**config.mk**
```make
export PLATFORM = sky130hd
export DESIGN_NAME = wb_demux_regs
export DESIGN_NICKNAME = d
export VERILOG_FILES = /design/src/rtl/wb_demux_regs_pkg.sv /design/src/rtl/wb_demux_regs_regfile.sv /design/src/rtl/wb_demux_regs.sv
export SDC_FILE = /design/constraint.sdc
export NUM_CORES = 1
export LEC_CHECK = 0
export ABC_AREA = 1
export CAP_MARGIN = 5
export CELL_PAD_IN_SITES_DETAIL_PLACEMENT = 1
export CELL_PAD_IN_SITES_GLOBAL_PLACEMENT = 2
export CORE_MARGIN = 3
export CORE_UTILIZATION = 28
export DETAILED_ROUTE_END_ITERATION = 10
export HOLD_SLACK_MARGIN = 0.12
export PLACE_DENSITY = 0.75
export SETUP_SLACK_MARGIN = 0.15
export SYNTH_ARGS = -nofsm -noshare
export SYNTH_HDL_FRONTEND = slang
export SYNTH_SLANG_ARGS = --single-unit
```
**constraint.sdc**
```tcl
create_clock -name clk -period 1.7 [get_ports clk]
set_clock_uncertainty 0.15 [all_clocks]
set_input_delay 0.51 -clock clk [delete_from_list [all_inputs] [get_ports clk]]
set_output_delay 0.51 -clock clk [all_outputs]
set_load 0.005 [all_outputs]
```
**src/rtl/wb_demux_regs_pkg.sv**
```systemverilog
// Shared operand-path definitions: data width, register indices and the
// encoding of the one-entry pending-write buffer.
package wb_demux_regs_pkg;

    localparam int WIDTH_DEF = 8;
    localparam int IDX_W     = 2;
    localparam int NREGS_DEF = 4;

    localparam logic [IDX_W-1:0] REG_A = 2'd0;
    localparam logic [IDX_W-1:0] REG_B = 2'd1;
    localparam logic [IDX_W-1:0] REG_C = 2'd2;
    localparam logic [IDX_W-1:0] REG_D = 2'd3;

    typedef enum logic {
        BUF_EMPTY = 1'b0,
        BUF_FULL  = 1'b1
    } buf_state_e;

endpackage

```
**src/rtl/wb_demux_regs_regfile.sv**
```systemverilog
// Operand register storage: one write port and two registered read ports.
// A read of the register being written in the same cycle returns the new
// value, so a commit is visible on d0/d1 at the same edge it lands.
module wb_demux_regs_regfile
    import wb_demux_regs_pkg::*;
#(
    parameter int WIDTH = WIDTH_DEF,
    parameter int NREGS = NREGS_DEF
) (
    input  logic             clk,
    input  logic             reset,
    input  logic             wr_en,
    input  logic [IDX_W-1:0] wr_idx,
    input  logic [WIDTH-1:0] wr_data,
    input  logic [IDX_W-1:0] rd_sel0,
    input  logic [IDX_W-1:0] rd_sel1,
    output logic [WIDTH-1:0] d0,
    output logic [WIDTH-1:0] d1
);

    logic [WIDTH-1:0] regs_r [NREGS];
    logic [WIDTH-1:0] d0_r;
    logic [WIDTH-1:0] d1_r;

    // Storage write and write-first registered reads; reset clears everything.
    always_ff @(posedge clk) begin
        if (reset) begin
            for (int i = 0; i < NREGS; i++) begin
                regs_r[i] <= {WIDTH{1'b0}};
            end
            d0_r <= {WIDTH{1'b0}};
            d1_r <= {WIDTH{1'b0}};
        end else begin
            if (wr_en) begin
                regs_r[wr_idx] <= wr_data;
            end
            d0_r <= (wr_en && (wr_idx == rd_sel0)) ? wr_data : regs_r[rd_sel0];
            d1_r <= (wr_en && (wr_idx == rd_sel1)) ? wr_data : regs_r[rd_sel1];
        end
    end

    assign d0 = d0_r;
    assign d1 = d1_r;

endmodule

```
**src/rtl/wb_demux_regs.sv**
```systemverilog
// Write-back demux: accepts ALU results through a valid/ready handshake into a
// one-entry pending buffer, commits them to the operand registers unless the
// CPU holds, and counts committed writes.
module wb_demux_regs
    import wb_demux_regs_pkg::*;
#(
    parameter int WIDTH = WIDTH_DEF,
    parameter int NREGS = NREGS_DEF
) (
    input  logic             clk,
    input  logic             reset,
    input  logic             wb_valid,
    output logic             wb_ready,
    input  logic [IDX_W-1:0] wb_dest,
    input  logic [WIDTH-1:0] wb_data,
    input  logic             hold,
    input  logic [IDX_W-1:0] rd_sel0,
    input  logic [IDX_W-1:0] rd_sel1,
    output logic [WIDTH-1:0] d0,
    output logic [WIDTH-1:0] d1,
    output logic             pend,
    output logic [7:0]       wr_count
);

    buf_state_e       state_r;
    logic [IDX_W-1:0] buf_dest_r;
    logic [WIDTH-1:0] buf_data_r;
    logic [7:0]       wr_count_r;
    logic             commit_s;
    logic             ready_s;
    logic             accept_s;

    // Handshake decode: the buffer drains when not held, and a new result is
    // taken whenever the buffer is empty or draining in this same cycle.
    always_comb begin
        commit_s = 1'b0;
        ready_s  = 1'b0;
        if (state_r == BUF_FULL) begin
            commit_s = ~hold;
        end else begin
            commit_s = 1'b0;
        end
        if (reset) begin
            ready_s = 1'b0;
        end else begin
            ready_s = (state_r == BUF_EMPTY) || commit_s;
        end
        accept_s = wb_valid && ready_s;
    end

    // Pending-buffer FSM, buffer capture and committed-write counter.
    always_ff @(posedge clk) begin
        if (reset) begin
            state_r    <= BUF_EMPTY;
            buf_dest_r <= REG_A;
            buf_data_r <= {WIDTH{1'b0}};
            wr_count_r <= 8'd0;
        end else begin
            if (accept_s) begin
                buf_dest_r <= wb_dest;
                buf_data_r <= wb_data;
            end
            if (commit_s) begin
                wr_count_r <= wr_count_r + 8'd1;
            end
            case (state_r)
                BUF_EMPTY: begin
                    if (accept_s) begin
                        state_r <= BUF_FULL;
                    end
                end
                BUF_FULL: begin
                    if (commit_s && !accept_s) begin
                        state_r <= BUF_EMPTY;
                    end
                end
                default: begin
                    state_r <= BUF_EMPTY;
                end
            endcase
        end
    end

    wb_demux_regs_regfile #(
        .WIDTH (WIDTH),
        .NREGS (NREGS)
    ) u_regfile (
        .clk     (clk),
        .reset   (reset),
        .wr_en   (commit_s),
        .wr_idx  (buf_dest_r),
        .wr_data (buf_data_r),
        .rd_sel0 (rd_sel0),
        .rd_sel1 (rd_sel1),
        .d0      (d0),
        .d1      (d1)
    );

    assign wb_ready = ready_s;
    assign pend     = (state_r == BUF_FULL);
    assign wr_count = wr_count_r;

endmodule
```
==> run_results.csv <==
group,metric,value,unit
sta,fin_tns_setup,-0.4047,ns
sta,achievable-frequency,577.7,MHz
sta,slew_headroom,79.36,%
synthesis,synthesis.area,3186,um2
setup_path,maximum_cell_stage_delay_along_the_critical_path,0.36,ns
setup_path,startpoint_type,"flip-flop",
placed_design,io_buffers,43,
sta,worst-slew-pin-transition,0.3092,ns
routing,ratio_of_routed_vias_to_standard_cells,4.644,
sta,layout_worst_path_cycle_share,101.8,%
min_path,worst_hold_startpoint,"wr_count[7]",
clocking,cts_root_buf,"sky130_fd_sc_hd__clkbuf_16",
setup_path,crit_fanout,8,
floorplanning,ios,44,
floorplanning,die-area,12690,um2
setup_path,worst-endpoint-arrival,1.61,ns
setup_path,critical_path.startpoint,"pend",
pwr,part_of_the_power_in_registers,43.2,%
synthesis,synth_edf_count,32,
clocking,cts_max_path_buffers,2,
synthesis,synth_sequential_area_ratio,52.16,%
setup_path,rrSetupSlack,-0.03,ns
sta,timing.final.ws_setup,-0.03112,ns
routing,drt_first_iter_violations,100,
finish,antennaDiodeCount,0,
synthesis,synthTopCellsByArea,"sky130_fd_sc_hd__edfxtp_1 (30%), sky130_fd_sc_hd__dfxtp_1 (22%), sky130_fd_sc_hd__nor2_1 (11%), sky130_fd_sc_hd__o21ai_0 (9.0%), sky130_fd_sc_hd__nand2_1 (8.8%)",
clocking,clock_latency,0.33,ns
finish,final_area,5079,um2
placed_design,placedCellCount,627,
floorplanning,placeableCoreArea,10980,um2
grt,global_route.overflow_total,0,
synthesis,ys.warnings.count,0,
pwr,power.share.combinational,15.9,%
floorplanning,die_x,112.7,um
routing,via_count,3074,
sta,hold_viol_final,0,
clocking,h-tree-depth,3,
setup_path,path_class,"reg -> reg",
routing,average_wire_per_cell_in_the_routed_design,15.35,um
pwr,power_switching,1.156,mW
grt,first_global_vias,3273,
synthesis,post_synth_inst_count,412,
synthesis,most_used_flip_flop_cell_after_synthesis,"sky130_fd_sc_hd__dfxtp_1",
setup_path,rr_startpoint,"pend",
synthesis,synth_async_sr_flop_share,0,%
synthesis,synth.avg_cell_area,7.732,um2
finish,drive_above_1_share,34.48,%
synthesis,synth.net_count,431,
synthesis,synth_largest_area_cell,"sky130_fd_sc_hd__edfxtp_1",
finish,layout_stage_area_growth_over_the_synthesis_result,59.43,%
placed_design,dp.final_hpwl,7082,um
finish,stdcell_count,662,
pwr,post-layout-total-power,4.234,mW
placed_design,place.gp.congestion,0.7963,
pwr,worst_ir_drop_vdd,394.9,uV
clocking,cts.hold.buffers_added,0,
floorplanning,row_count,38,
min_path,worstHoldPathType,"reg -> reg",
sta,report.final.slew_viol_count,0,
floorplanning,initial_core_util,29.00,%
run_status,failed_checks,"setup timing",
routing,drt_pass1_iterations,5,
grt,maximum_number_of_pins_on_one_net_before_global_route_repair,26,
clocking,tritoncts,"yes",
setup_path,setup.worst_path.end_class,"flip-flop",
pwr,power_density,833.7,nW/um2
routing,route.final.wire_length,10160,um
pwr,power.clock.fraction,40.9,%
sta,finalCriticalPeriod,1.731,ns
synthesis,yosys.cell_count.top_type,"sky130_fd_sc_hd__nor2_1",
grt,grt_util_all_layers,16.53,%
sta,setup_viol,27,
flow_run,timing.max_cap.violations,0,
routing,ant_nets,0,
setup_path,cp_cell_sequence,"buf_6 > nand3_4 > buf_12 > nor2_4 > buf_6 > nand2_8 > nand2_8",
synthesis,portion_of_synthesized_cell_area_occupied_by_the_leading_cell_type,30.16,%
finish,fillerInstances,1269,
pwr,internal_power,3.078,mW
synthesis,synthTopCellsByCount,"sky130_fd_sc_hd__nor2_1 (92), sky130_fd_sc_hd__nand2_1 (75), sky130_fd_sc_hd__o21ai_0 (57)",
routing,drc,0,
clocking,clock_sink_count,67,
grt,first_pass_grt_wire_length,16680,um
sta,rsz_0062_raised_after_global_routing,"yes",
sta,worst_hold_slack,0.3167,ns
clocking,cts_buf_count,9,
synthesis,yosys.cell_types.count,24,
finish,design.final.nets,536,
pwr,net_switching_fraction_of_the_power,27.30,%
setup_path,worst-endpoint-required,1.58,ns
setup_path,critical_path.slowest_cell,"sky130_fd_sc_hd__dfxtp_4",
placed_design,placed_cell_area,4195,um2
clocking,clock_pin_slew_reported_for_the_worst_setup_and_hold_paths_after_clock_tree_synthesis,0.06,ns
pwr,power.static_leakage,2.058,nW
synthesis,ys_ff_latch,67,
grt,antenna_found_initial,0,
run_status,result_of_the_run,"finished, violations left",
floorplanning,die_height,112.7,um
-- stage by stage --
stage	worst slack (ns)	util (%)
2_1_floorplan	-0.01428	-
3_3_place_gp	-0.7241	38.20
3_5_place_dp	-0.7375	38.20
4_1_cts	0.007911	44.14
5_1_grt	-0.1260	46.24
6_report	-0.03112	46.24
-- registers in the layout (all words and copies together) (netlist names) --
| signal | flops |
|---|---|
| buf_data_r | 8 |
| buf_dest_r | 2 |
| pend | 1 |
| u_regfile.d0 | 8 |
| u_regfile.d1 | 8 |
| u_regfile.regs_r | 32 |
| wr_count | 8 |
-- final timing paths --
path / to / depth (start not counted)
setup / recovery: u_regfile.regs_r[2][4] / 7
hold reg to reg: wr_count[7] / 2
setup reg to reg: u_regfile.regs_r[2][4] / 7
hold / removal: wr_count[7] / 2
-- cell usage in the layout, fill, tap and decap left out, types with 8 or more instances in the layout --
cell type	count
sky130_fd_sc_hd__buf_6	9
sky130_fd_sc_hd__clkdlybuf4s15_1	17
sky130_fd_sc_hd__clkbuf_16	9
sky130_fd_sc_hd__clkdlybuf4s50_1	11
sky130_fd_sc_hd__a21oi_1	22
sky130_fd_sc_hd__edfxtp_1	32
sky130_fd_sc_hd__nand2_2	12
sky130_fd_sc_hd__nor2_1	65
sky130_fd_sc_hd__nand3_2	12
sky130_fd_sc_hd__buf_12	9
sky130_fd_sc_hd__inv_1	39
sky130_fd_sc_hd__nand2_1	56
sky130_fd_sc_hd__dfxtp_2	9
sky130_fd_sc_hd__dfxtp_1	25
sky130_fd_sc_hd__buf_4	47
sky130_fd_sc_hd__nor2_4	25
sky130_fd_sc_hd__nor2_2	8
sky130_fd_sc_hd__o21ai_0	55
-- power groups by stage --
stage | logic (mW) | registers, mW | clock network, mW
after floorplan | 0.280 | 1.85 | 0
after global placement | 0.551 | 1.86 | 0
after detailed placement | 0.565 | 1.86 | 0
after CTS | 0.625 | 1.83 | 1.77
after global routing | 0.746 | 1.84 | 1.83
final | 0.673 | 1.83 | 1.73
-- layer usage --
metal  track usage, %  vias to the layer above  routed length [um]
li1                 -                     1546                   -
met1            20.90                     1458                4523
met2            28.16                       50                5099
met3            2.857                       20                 317
met4            6.250                        0                 224
met5                0                        -                   0
-- cell type report --
class | instances | area, um2 | share of cell area (%)
clock buffer | 9 | 225.2 | 4.435
clock inverter | 7 | 52.55 | 1.035
inverter | 46 | 190.2 | 3.745
multi-input combinational | 283 | 1695 | 33.38
sequential | 67 | 1677 | 33.01
tap | 140 | 175.2 | 3.449
timing repair buffer | 110 | 1064 | 20.94
-- critical path: cells and delay by family, from the launching register on --
family	cells	cell delay, ns
flops	1	0.36
simple gates	4	0.49
buf+inv	3	0.43
-- timing repair --
item                                    4_1_cts  5_1_grt
endpoints found under the setup margin      122       94
buffers inserted                             13        3
gates resized for setup                     129       65
gates cloned                                  3        0
pin swaps                                    23       13
-- cells by family after synthesis --
family / after synthesis / synth area share [%]
and+or+nand+nor: 200 / 26.35
adders and majority gates: 1 / 0.3927
buffers and inverters: 63 / 8.209
AOI/OAI and AO/OA: 81 / 12.88
DFF: 67 / 52.16
(Power assumes the default switching activity.)
==> RTL edit, RTL diff (same settings) <==
Put one more register stage on the output `wr_count`, without a reset. The value now appears one clock later. The other outputs are not delayed to match.
--- a/src/rtl/wb_demux_regs.sv
+++ b/src/rtl/wb_demux_regs.sv
@@ -98,6 +98,8 @@
 
     assign wb_ready = ready_s;
     assign pend     = (state_r == BUF_FULL);
-    assign wr_count = wr_count_r;
+    always_ff @(posedge clk) begin
+        wr_count <= wr_count_r;
+    end
 
 endmodule
Check against the original RTL: not equivalent (Yosys sat finds a counterexample within 4 cycles, from zero or initial values and one cycle with reset high).
==> RTL edit against the original RTL <==
Total power rose by 8.9%; area after synthesis rose by 5.1%; wire length rose by 2.0%; final area rose by 3.0%; setup slack improved by 0.044 ns; clock power rose by 11%; first-iteration DRC count fell by 8.0%; sequential cell count rose by 8; utilization fell by 1.0 points; sequential share of layout area rose by 1.9 points; combinational power rose by 0.7%; highest routed layer unchanged.
==> RTL edit: results (changes against the original RTL) <==
First-pass DRT Iterations 4 (-1); Worst Path Arrival 1.72 ns (+0.11 ns); WHS Path Cells 0 (-2); GRT met3 Usage 2.95% (+0.090 points); gr usage total 16.0% (-0.50 points); Critical Path End u_regfile.regs_r[1][5]; Biggest register u_regfile.regs_r; met1 usage 20.4% (-0.54 points); Nets 543 (+1.3%); Worst slew margin 77.4% (-2.0 points); Worst Hold End wr_count[7]; WHS 0.202 ns (-0.115 ns); final wirelength 10,400 um (+2.0%); Skew-Pair Late Insertion Delay 0.34 ns; number of global-route vias before repair 3,237 (-1.1%); post-CTS repair timing setup buffer count 14 (+1); CP peak stage delay 0.34 ns (-0.02 ns); Peak VDD IR 0.000326 V (-17%); routed length on met3 307 um (-3.2%); met1 wire length 4730 um (+4.7%); R2R Setup Slk 0.01 ns (+0.04 ns); top area cells in the synthesized netlist edfxtp_1 29%, dfxtp_1 26%, nor2_1 9.5%, nand2_1 9.4%, o21ai_0 7.8%; Fillers 1,337 (+5.4%); Post-Synth Adder-Cell Area 0.374% (-0.019 points); CP delay by family, top buffers and inverters; Post-Place Cells 638 (+1.8%); Hold Path Origin wr_count_r[7]; met2 wire len 5100 um (about the same); LEAKAGE 2.10 nW (+1.9%); Vias 3,105 (+1.0%); pin count of the biggest net entering global routing 24 (-7.7%); cell count of the worst reg-to-reg path 9 (+2); mean cell area of the mapped netlist 7.97 um^2 (+3.1%); Synth top cells by count 85 x nor2_1, 84 x nand2_1, 52 x o21ai_0; post-synthesis sequential area ratio 54.4% (+2.3 points); HPWL after detailed placement 6980 um (-1.5%); layout cell share with drive strength beyond 1 33.8% (-0.65 points); initial DRC count 92 (-8.0%); fin cells 672 (+1.5%); Net Count, Synth 439 (+1.9%); met2 Track Usage GR 26.9% (-1.2 points); first-pass GRT wire length 16,500 um (-1.2%); status finished clean; post-synthesis compound-gate area fraction 12.1% (-0.77 points); max FFs per register 32 (unchanged); critical path's slowest cell dfxtp_2; Post-CTS Resized 155 (+20%); Routability Congestion 0.775 (-2.7%)
[RTL edit: layout make-up]
class	instances	area share, %
Clock buffer	9	4.31
Multi-Input combinational cell	284	32.7
Sequential cell	75	34.9
Clock inverter	7	1.32
Timing Repair Buffer	109	19.6
Tap cell	143	3.42
Inverter	45	3.66
[RTL edit: per-stage QoR]
stage / power, W / worst slack (ns) / instance area [um^2] / utilization [%]
6_report: 0.00461 / 0.0133 / 5230 / 45.2
5_1_grt: 0.00479 / -0.0439 / 5230 / 45.2
4_1_cts: 0.00459 / 0.00659 / 5120 / 44.3
3_5_place_dp: 0.00260 / -0.705 / 4330 / 37.5
3_3_place_gp: 0.00259 / -0.651 / 4330 / 37.5
2_1_floorplan: 0.00233 / -0.0168 / 3410 / -
[RTL edit: report_power, final]
part	internal, W	total (W)	switching (W)
clock network	0.00113	0.00192	0.000787
registers	0.00197	0.00202	0.0000442
logic	0.000299	0.000678	0.000379
